[config.mk]
export PLATFORM = sky130hd
export DESIGN_NAME = pwm_slew
export DESIGN_NICKNAME = d
export VERILOG_FILES = /design/src/rtl/pwm_slew.sv
export SDC_FILE = /design/constraint.sdc
export NUM_CORES = 1
export LEC_CHECK = 0
export BUFFER_PORTS_ARGS = -buffer_cell sky130_fd_sc_hd__buf_2
export CORE_MARGIN = 4
export CORE_UTILIZATION = 60
export DETAILED_ROUTE_END_ITERATION = 8
export HOLD_SLACK_MARGIN = 0.15
export PLACE_DENSITY = 0.82
export SYNTH_ARGS = -nofsm -noshare
export SYNTH_HDL_FRONTEND = slang
export SYNTH_SLANG_ARGS = --single-unit
[constraint.sdc]
create_clock -name clk -period 3.2 [get_ports clk]
set_input_delay 0 -clock clk [delete_from_list [all_inputs] [get_ports clk]]
set_output_delay 0 -clock clk [all_outputs]
set_load 0.02 [all_outputs]
[src/rtl/pwm_slew.sv]
// Slew-rate limiter feeding a dual-channel center-aligned PWM: steps the applied
// magnitude toward the host target once per PWM period, with a host-silence watchdog.
module pwm_slew #(
  parameter int unsigned STEP = 4,
  parameter int unsigned TMO  = 8388608
) (
  input  logic       clk,
  input  logic       rst_n,
  input  logic       tgt_we_a,
  input  logic       tgt_we_b,
  input  logic [7:0] tgt_a,
  input  logic [7:0] tgt_b,
  input  logic       trig,
  output logic       we_a,
  output logic       we_b,
  output logic [7:0] mag_a,
  output logic [7:0] mag_b,
  output logic [7:0] rdt_a,
  output logic [7:0] rdt_b,
  output logic       busy,
  output logic       tmo
);

  typedef enum logic {
    WAIT  = 1'b0,
    ISSUE = 1'b1
  } state_t;

  localparam logic [23:0] WD_LAST = 24'(TMO - 1);
  localparam logic [8:0]  STEP9   = 9'(STEP);

  state_t      state, state_nxt;
  logic [7:0]  tgt_a_q, tgt_b_q;
  logic [7:0]  cur_a_q, cur_b_q;
  logic        trig_q;
  logic [23:0] wd_cnt;
  logic        tmo_q;

  logic fall;
  logic host_we;
  logic wd_fire;
  logic do_step;

  assign fall    = trig_q & ~trig;
  assign host_we = tgt_we_a | tgt_we_b;
  // The timeout fires once; while tmo is set the saturated counter must not re-arm it.
  assign wd_fire = ~tmo_q & ~host_we & (wd_cnt == WD_LAST);
  assign do_step = (state == WAIT) & fall;

  // One bounded step toward the target; the 9-bit difference cannot wrap.
  function automatic logic [7:0] slew(input logic [7:0] cur, input logic [7:0] tgt);
    logic [8:0] diff;
    diff = '0;
    slew = cur;
    if (STEP == 0) begin
      slew = tgt;
    end else if (tgt > cur) begin
      diff = {1'b0, tgt} - {1'b0, cur};
      slew = (diff > STEP9) ? 8'(cur + STEP9[7:0]) : tgt;
    end else if (tgt < cur) begin
      diff = {1'b0, cur} - {1'b0, tgt};
      slew = (diff > STEP9) ? 8'(cur - STEP9[7:0]) : tgt;
    end
  endfunction

  // NOTE: sequential state uses non-blocking assignments so every register
  // samples the pre-edge values, independent of statement order.
  always_ff @(posedge clk or negedge rst_n) begin
    if (!rst_n) begin
      state <= WAIT;
    end else begin
      state <= state_nxt;
    end
  end

  // NOTE: state_nxt gets its default before the case so no path leaves it
  // unassigned, which would otherwise infer a latch.
  always_comb begin
    state_nxt = state;
    case (state)
      WAIT:    if (wd_fire || fall) state_nxt = ISSUE;
      ISSUE:   state_nxt = wd_fire ? ISSUE : WAIT;
      default: state_nxt = WAIT;
    endcase
  end

  always_ff @(posedge clk or negedge rst_n) begin
    if (!rst_n) begin
      tgt_a_q <= '0;
      tgt_b_q <= '0;
      cur_a_q <= '0;
      cur_b_q <= '0;
      trig_q  <= 1'b0;
      wd_cnt  <= '0;
      tmo_q   <= 1'b0;
    end else begin
      trig_q <= trig;

      if (host_we) begin
        wd_cnt <= '0;
      end else if (wd_cnt != WD_LAST) begin
        wd_cnt <= wd_cnt + 24'd1;
      end

      if (host_we) begin
        tmo_q <= 1'b0;
      end else if (wd_fire) begin
        tmo_q <= 1'b1;
      end

      if (wd_fire) begin
        tgt_a_q <= '0;
        tgt_b_q <= '0;
        cur_a_q <= '0;
        cur_b_q <= '0;
      end else begin
        // The step reads the pre-edge target, so a colliding host write lands next period.
        if (tgt_we_a) tgt_a_q <= tgt_a;
        if (tgt_we_b) tgt_b_q <= tgt_b;
        if (do_step) begin
          cur_a_q <= slew(cur_a_q, tgt_a_q);
          cur_b_q <= slew(cur_b_q, tgt_b_q);
        end
      end
    end
  end

  assign we_a  = (state == ISSUE);
  assign we_b  = (state == ISSUE);
  assign mag_a = cur_a_q;
  assign mag_b = cur_b_q;
  assign rdt_a = tgt_a_q;
  assign rdt_b = tgt_b_q;
  assign busy  = (cur_a_q != tgt_a_q) | (cur_b_q != tgt_b_q);
  assign tmo   = tmo_q;

endmodule

==> impl_metrics.ini, run 1 <==
[drt]
vias = 4966
routed_wl_um = 14900
first_pass_iters = 5
via_per_inst = 6.25
drc = 0
antenna_left = 0
drt_iter0_drc = 494
routedWlPerCell_um = 18.7

[cells_and_area]
area_growth_pct = 21.3
utilization_pct = 75.5
diodes = 0
drive_above_1_share_pct = 17.0
nets = 751

[global_routing]
grt_pass1_wl_um = 23600
grt_max_degree = 32
gr-total-overflow = 0
first_global_vias = 4751
antenna_found_initial = 0
grt_use_total_pct = 30.2

[setup_path]
path_cells = inv_1, ha_1, a21o_1, a2111oi_2, a221oi_1, or4_4, mux2i_4, nand3_4, mux2i_1, nor2_1
crit_required_ns = 3.42
crit_arrival_ns = 3.30
endpoint_kind = register
crit_fanout = 12
path_class = reg -> reg
critPathSlowestCell = or4_4
startpoint_type = register
cp_slowest_stage_delay_ns = 0.62

[synth]
yosys_warnings = 0
syn_avg_cell_area_sq_um = 8.26
syn_area_sq_mm = 0.00486
synth_edf_count = 0
synthTopCellsByArea = dfrtp_1 30%, ha_1 10%, nor2_1 5.6%
synth-seq-cells = 59
async_flop_share_pct = 100
synth_nets = 651
syn_inst = 589
ys.flop_type = dfrtp_1
synth_top_area_share_pct = 30.4
seq_area_frac_synth_pct = 30.4
ys_types = 66
netlist.top_cell.by_area = dfrtp_1

[power_and_ir_drop]
p_leak_nw = 2.77
ir_worst_vdd_mv = 0.368
power_w = 0.00446
power.density_mw_per_mm2 = 756

[sta]
holdWs_ns = 0.236
hold_violations = 0
rsz0062_at_grt = true
max_freq_mhz = 325
slew_violations = 0
setup_viol = 0
tns_ns = 0
layout_setup_ws_ns = 0.123
tightest_slew_ns = 0.723
fin_crit_ns = 3.08
fin_skew_ns = 0.00645
post-route-period-util_pct = 96.2
slew_headroom_pct = 51.5

[clock_tree]
clk_pin_slew_ns = 0.07
clock-sinks = 59
numCtsBuffers = 9
cts_max_level = 3
clock-root-buffer = clkbuf_8
tritoncts = built
clk_path_buf_depth = 2
insertion_delay_ns = 0.34

[floorplan]
io_pins = 57
die-height_um = 98.0
dieArea_sq_mm = 0.00961
rows = 32
die_x_um = 98.0
fp.coreArea_sq_mm = 0.00781
initial_utilization_pct = 62.3

[placement]
place.gp.congestion = 0.988
dp_hpwl_um = 9790
io_buffers = 56
pre_cts_ws_ns = 0.138

[min_path]
min_path_type = in -> async

[run]
drv_cap = 0

[outcome]
status = finished clean
[per-layer routing]
metal	share of wire, %	up-vias	GRT usage [%]
met5	0	-	0
met4	2.4	0	9.27
met3	6.8	40	4.79
li1	-	2305	-
met2	49	246	50.6
met1	42	2375	40.3
[final timing paths]
path | slack, ns | from | to | depth (start not counted)
min in group clk | 0.32 | trig | trig_q | 2
max in group asynchronous | 2.11 | rst_n | mag_a[4] | 3
min reg2reg | 0.56 | wd_cnt[17] | wd_cnt[17] | 2
max | 0.12 | mag_a[6] | mag_a[1] | 10
min | 0.24 | rst_n | mag_b[5] | 2
max reg2reg | 0.12 | mag_a[6] | mag_a[1] | 10
[placed cells by master, fill, tap and decap left out, types with 11 or more instances in the layout]
| master | n |
|---|---|
| nor2_1 | 72 |
| a21oi_1 | 42 |
| nor3_1 | 11 |
| o21ai_0 | 35 |
| nand3_1 | 21 |
| dlygate4sd3_1 | 34 |
| xor2_1 | 17 |
| buf_4 | 25 |
| nand2_1 | 41 |
| mux2i_1 | 25 |
| ha_1 | 35 |
| nand4_1 | 19 |
| inv_1 | 46 |
| dfrtp_1 | 58 |
| buf_2 | 56 |
[through the flow]
stage	area, sq um	std cells
detailed placement	5310	742
global route	5900	795
floorplan	4860	589
finish	5900	795
global placement	5310	742
CTS	5840	791
[where the power goes]
part | internal (W) | total, W | switching, W | leakage (nW)
Combinational | 0.00108 | 0.00278 | 0.00170 | 1.92
Sequential | 0.000853 | 0.000995 | 0.000142 | 0.758
Clock | 0.000356 | 0.000680 | 0.000324 | 0.0877
[area by class of cell]
class / instances / area (sq um)
clock buffers: 9 / 124
clock inverters: 6 / 66.3
fillers: 558 / 1910
inverters: 46 / 173
multi-input cells: 458 / 3120
flip-flops and latches: 59 / 1480
well taps: 102 / 128
repair buffers: 115 / 808
[cell families after synthesis]
logic type	synth area share (%)
adder cells (fa/ha/maj)	10.9
XOR/XNOR	4.50
multiplexers	5.84
AND/OR/NAND/NOR	22.9
flip-flops	30.4
AO/OA/AOI/OAI	19.3
buffers and inverters	6.17
[synth_stat cells, types with 6 or more instances]
cell	number
a21oi_1	43
nand2_1	42
a211oi_1	6
o21ai_0	35
mux2i_1	25
a31oi_1	7
o21a_1	7
inv_1	46
nor2_1	72
nand3_1	21
buf_2	9
ha_1	39
clkbuf_1	13
nand4_1	19
nand2b_1	11
dfrtp_1	59
xnor2_1	8
xor2_1	17
nor2b_1	7
and3_1	7
nor3_1	12
or3_1	7
nor4_1	6
[state kept, by name (all words and copies together), names as in the netlist]
| name | flops |
|---|---|
| rdt_a | 8 |
| mag_a | 8 |
| rdt_b | 8 |
| mag_b | 8 |
| we_a | 1 |
| trig_q | 1 |
| tmo | 1 |
| wd_cnt | 24 |
[critical path: cells and delay by family (launching register included)]
kind / cells / cell delay, ns
AO/OA/AOI/OAI: 3 / 0.67
multiplexers: 2 / 0.49
adder cells (fa/ha/maj): 1 / 0.40
AND/OR/NAND/NOR: 3 / 0.84
flip-flops: 1 / 0.38
buffers and inverters: 1 / 0.17
[what timing repair did]
item	in CTS	in global routing
setup buffers	0	4
hold buffers	34	0
hold endpoints to repair	48	0
resized for setup	0	9
setup endpoints to repair	0	16
(Power assumes the default switching activity.)
==> inputs of run 2 (changes only) <==
--- a/config.mk
+++ b/config.mk
@@ -5,12 +5,13 @@
 export SDC_FILE = /design/constraint.sdc
 export NUM_CORES = 1
 export LEC_CHECK = 0
+export ABC_AREA = 1
 export BUFFER_PORTS_ARGS = -buffer_cell sky130_fd_sc_hd__buf_2
 export CORE_MARGIN = 4
 export CORE_UTILIZATION = 60
 export DETAILED_ROUTE_END_ITERATION = 8
 export HOLD_SLACK_MARGIN = 0.15
-export PLACE_DENSITY = 0.82
+export PLACE_DENSITY = 0.81
 export SYNTH_ARGS = -nofsm -noshare
 export SYNTH_HDL_FRONTEND = slang
 export SYNTH_SLANG_ARGS = --single-unit
==> run 2 against run 1 <==
Effect of this change: first-iteration DRC count fell by 15%; non-clock buffer count fell by 22; clock power rose by 24%; clock skew rose by 0.0095 ns; global-route usage rose by 1.4 points.
==> impl_metrics.ini, run 2 <==
[setup_path]
crit_fanout = 8
worstReg2RegStart = mag_a[2]
startpoint_type = register
rrSetupSlack_ns = 0.40
path_class = reg -> reg
endpoint_kind = register
ff2ff_path_depth = 15
crit_arrival_ns = 3.02
critPathLaunch = mag_a[2]
crit_required_ns = 3.42
rr_endpoint = mag_a[1]

[power_and_ir_drop]
power_w = 0.00507
power.density_mw_per_mm2 = 816
p_leak_nw = 3.34
ir_worst_vdd_mv = 0.437

[synth]
yosys_warnings = 0
yosys-top-cells-count = 256 x nand2_1, 128 x inv_1, 96 x nand3_1
synth_simple_gate_area_share_pct = 40.2
synth_xor_area_share_pct = 2.82
synthAdderAreaFrac_pct = 10.0
synth_top_family_by_area = simple AND/OR/NAND/NOR gates
synthTopCellsByArea = dfrtp_1 28%, nand2_1 18%, ha_1 9.3%
muxShareOfSynthArea_pct = 0
syn_area_sq_mm = 0.00527
ys.flop_type = dfrtp_1
synth-seq-cells = 59
netlist.top_cell.by_area = dfrtp_1
async_flop_share_pct = 100
seq_area_frac_synth_pct = 28.0
synth_top_area_share_pct = 28.0
synth_nets = 872
ys_types = 41
syn_avg_cell_area_sq_um = 6.51
synth_edf_count = 0
syn_inst = 810
yosysMostFrequentCell = nand2_1
synth_compound_area_share_pct = 7.93

[outcome]
status = finished clean

[sta]
slew_violations = 0
tightest_slew_ns = 0.853
max_freq_mhz = 357
post-route-period-util_pct = 87.5
tns_ns = 0
rsz0062_at_grt = false
layout_setup_ws_ns = 0.400
fin_skew_ns = 0.0160
setup_viol = 0
slew_headroom_pct = 43.2
hold_violations = 0
fin_crit_ns = 2.80

[placement]
io_buffers = 56
dp_hpwl_um = 11700
pre_cts_ws_ns = 0.523
place_inst = 960
place.gp.congestion = 0.968

[clock_tree]
clk_pin_slew_ns = 0.08
cts_resized = 0
hold_buffers = 34
clk_path_buf_depth = 2
tritoncts = built
clock-root-buffer = clkbuf_8
cts_max_level = 3
insertion_delay_ns = 0.34
clock-sinks = 59
post_cts_buffers = 0
numCtsBuffers = 9

[drt]
vias = 5764
routed_wl_um = 15500
drt_iter0_drc = 419
via_per_inst = 5.71
antenna_left = 0
first_pass_iters = 5
drc = 0
routedWlPerCell_um = 15.3

[cells_and_area]
final.fill_count = 676
largest_register_ffs = 24
multiInputGateArea_sq_mm = 0.00321
nets = 962
final_common_cell = nand2_1
fin_cells = 1010
area_growth_pct = 18.0
regMostFlops = wd_cnt
drive_above_1_share_pct = 12.5
seqCellArea_sq_mm = 0.00148
layout_common_cells = 256 x nand2_1, 128 x inv_1, 96 x nand3_1, 59 x dfrtp_1, 56 x buf_2
diodes = 0

[global_routing]
grt_use_total_pct = 31.5
antenna_found_initial = 0
gr-total-overflow = 0
grt_max_degree = 36
grt_pass1_wl_um = 26000
first_global_vias = 5484

[floorplan]
rows = 33
die-height_um = 102
fp.coreArea_sq_mm = 0.00838
io_pins = 57
dieArea_sq_mm = 0.0104
die_x_um = 102
initial_utilization_pct = 62.9

[min_path]
min_path_type = in -> async

[run]
drv_cap = 0
## run 2: cell count changes in the layout (fill, tap and decap cells not counted), moves of 12 or more
| cell | delta |
|---|---|
| nand3_1 | +75 |
| nand4_1 | +12 |
| buf_4 | -22 |
| a21oi_1 | -19 |
| nor2_1 | -38 |
| inv_1 | +82 |
| mux2i_1 | -25 |
| nand2_1 | +215 |
## run 2: cells by family after synthesis
family | count (synthesis)
XOR/XNOR | 17
adder cells (fa/ha/maj) | 41
buffers and inverters | 151
AO/OA/AOI/OAI | 77
flip-flops | 59
AND/OR/NAND/NOR | 465
## run 2: area by class of cell
cell class / instances / area share, %
multi-input combinational: 600 / 51.6
tap: 105 / 2.11
inverter: 137 / 8.29
clock buffer: 11 / 2.27
timing repair buffer: 93 / 10.3
clock inverter: 5 / 1.61
sequential: 59 / 23.7
## run 2: report_power, final
part           total [W]  switching [W]  internal, W
logic            0.00315        0.00210      0.00105
clock network   0.000846       0.000309     0.000537
registers        0.00108       0.000223     0.000854
total            0.00507        0.00263      0.00244
## run 2: how the worst max path moves through the flow
stage / end / slack [ns] / cells past startpoint
after CTS: mag_a[7] / 0.47 / 15
after global routing: mag_a[7] / 0.19 / 15
after detailed placement: mag_a[7] / 0.52 / 15
final: mag_a[1] / 0.40 / 15
after floorplan: mag_a[1] / 0.84 / 13
after global placement: mag_a[7] / 0.60 / 15
## run 2: routing by layer
layer | up-vias | GRT usage (%) | wire [um]
li1 | 2775 | - | -
met4 | 0 | 8.69 | 269
met2 | 297 | 49.1 | 6880
met3 | 33 | 6.75 | 1440
met1 | 2659 | 44.6 | 6880
met5 | - | 0 | 0
## run 2: stage by stage
step | hold WS (ns) | instance area, sq um | utilization (%)
after CTS | 0.312 | 6220 | 74.2
final | 0.294 | 6220 | 74.2
after detailed placement | 0.149 | 5640 | 67.3
after global routing | 0.334 | 6220 | 74.2
after floorplan | -0.296 | 5270 | -
after global placement | 0.137 | 5640 | 67.3
## run 2: worst max-delay path: stages, from the launching register on
cell and delay [ns]:
dfrtp_1 0.49, inv_1 0.18, ha_1 0.49, nand2_1 0.13
nand2_1 0.12, inv_1 0.07, nand2_1 0.10, nand2_1 0.08
nand2_1 0.06, nand2_1 0.05, a21oi_2 0.35, nand2_2 0.21
nand2_1 0.15, nand3_4 0.09, nand2_1 0.06, nand2_1 0.06
==> inputs of run 3 (changes only) <==
--- a/config.mk
+++ b/config.mk
@@ -6,10 +6,10 @@
 export NUM_CORES = 1
 export LEC_CHECK = 0
 export ABC_AREA = 1
-export BUFFER_PORTS_ARGS = -buffer_cell sky130_fd_sc_hd__buf_2
 export CORE_MARGIN = 4
-export CORE_UTILIZATION = 60
+export CORE_UTILIZATION = 65
 export DETAILED_ROUTE_END_ITERATION = 8
+export DONT_BUFFER_PORTS = 1
 export HOLD_SLACK_MARGIN = 0.15
 export PLACE_DENSITY = 0.81
 export SYNTH_ARGS = -nofsm -noshare
==> run 3 against run 2 <==
Effect of this change: setup slack worse by 0.034 ns; total power is 1.8% lower; utilization is 1.0 points higher; via count is 4.0% lower; first-iteration DRC count is 18% higher; largest power group unchanged.
==> impl_metrics.ini, run 3 (synthesized netlist as in run 2, its figures left out) <==
[clock_tree]
clock-root-buffer = clkbuf_8
numCtsBuffers = 9
insertion_delay_ns = 0.35
hold_buffers = 21
tritoncts = built
clk_pin_slew_ns = 0.08
post_cts_buffers = 0
cts_max_level = 3
cts_resized = 0
clk_path_buf_depth = 2
clock-sinks = 59

[sta]
slew_violations = 0
slew_headroom_pct = 66.7
rsz0062_at_grt = false
tns_ns = 0
hold_violations = 0
max_freq_mhz = 353
tightest_slew_ns = 0.498
setup_viol = 0
post-route-period-util_pct = 88.6
fin_skew_ns = 0.0110
fin_crit_ns = 2.83

[drt]
drt_iter0_drc = 495
first_pass_iters = 7
via_per_inst = 5.84
routed_wl_um = 15300
routedWlPerCell_um = 16.1
drc = 0
antenna_left = 0
vias = 5534

[cells_and_area]
regMostFlops = wd_cnt
design_area_sq_mm = 0.00588
area_growth_pct = 11.4
nets = 903
final_common_cell = nand2_1
drive_above_1_share_pct = 8.04
diodes = 0
utilization_pct = 75.3
layout_common_cells = 256 x nand2_1, 128 x inv_1, 96 x nand3_1, 59 x dfrtp_1, 39 x ha_1
largest_register_ffs = 24

[placement]
placed_cell_area_sq_mm = 0.00543
place.gp.congestion = 0.984
dp_hpwl_um = 11500
io_buffers = 0

[outcome]
status = finished clean

[setup_path]
endpoint_kind = register
worstReg2RegStart = mag_a[2]
ff2ff_path_depth = 15
crit_required_ns = 3.48
rrSetupSlack_ns = 0.37
path_class = reg -> reg
rr_endpoint = mag_a[7]
crit_fanout = 8
crit_arrival_ns = 3.11
startpoint_type = register

[global_routing]
antenna_found_initial = 2
grt_max_degree = 60
first_global_vias = 5282
gr-total-overflow = 0
grt_use_total_pct = 32.3
grt_pass1_wl_um = 25400

[floorplan]
fp.coreArea_sq_mm = 0.00781
dieArea_sq_mm = 0.00962
initial_utilization_pct = 67.5
die-height_um = 98.1
die_x_um = 98.1
rows = 32
io_pins = 57

[power_and_ir_drop]
power.density_mw_per_mm2 = 848
ir_worst_vdd_mv = 0.427
p_leak_nw = 3.11

[min_path]
min_path_type = in -> async

[run]
drv_cap = 0
## run 3: cell types whose count changed in the layout (fill, tap and decap cells not counted), moves of 2 or more
cell           change
buf_4             +10
dlygate4sd3_1     -14
clkinv_4           +2
buf_2             -56
## run 3: final cells by class
class,count,area (sq um)
well taps,102,128
fillers,638,1930
inverters,137,515
clock inverters,6,90.1
clock buffers,10,128
flip-flops and latches,59,1480
multi-input cells,600,3210
repair buffers,34,325
## run 3: power breakdown
group	leakage (nW)	internal, W	switching, W
sequential	0.772	0.000853	0.000184
clock	0.106	0.000440	0.000333
combinational	2.23	0.00104	0.00213
total	3.11	0.00233	0.00265
## run 3: metrics by stage
step	std cells	total power (W)	worst slack, ns	hold slack, ns
after global placement	911	0.00399	0.528	-0.294
after floorplan	810	0.00335	0.837	-0.296
final	948	0.00498	0.366	0.179
after detailed placement	911	0.00406	0.456	-0.294
after CTS	948	0.00488	0.432	0.192
after global routing	948	0.00539	0.0876	0.218
## run 3: worst max-delay path: stages (launching register included)
cell	delay (ns)
dfrtp_1	0.57
inv_1	0.20
ha_1	0.45
nand2_1	0.10
nand2_1	0.08
inv_2	0.06
nand2_1	0.06
nand2_1	0.09
nand2_1	0.06
nand2_1	0.08
nand2_1	0.10
nand2_1	0.07
nand2_1	0.09
nor2_1	0.39
o21ai_0	0.19
o21ai_1	0.18
## run 3: worst max path at each step
stage	from	to	slack, ns	depth (start not counted)
2_1_floorplan	mag_a[5]	mag_a[1]	0.84	13
3_3_place_gp	mag_a[2]	mag_a[0]	0.53	17
3_5_place_dp	mag_a[2]	mag_a[7]	0.46	15
4_1_cts	mag_a[2]	mag_a[7]	0.43	15
5_1_grt	mag_a[2]	mag_a[7]	0.09	15
6_report	mag_a[2]	mag_a[7]	0.37	15
## run 3: layer usage
metal / vias up / share of wire [%] / global-route usage [%]
met2: 305 / 44 / 49.9
met1: 2525 / 43 / 44.7
met3: 37 / 11 / 8.43
met4: 4 / 1.9 / 9.69
met5: - / 0.14 / 0
li1: 2663 / - / -
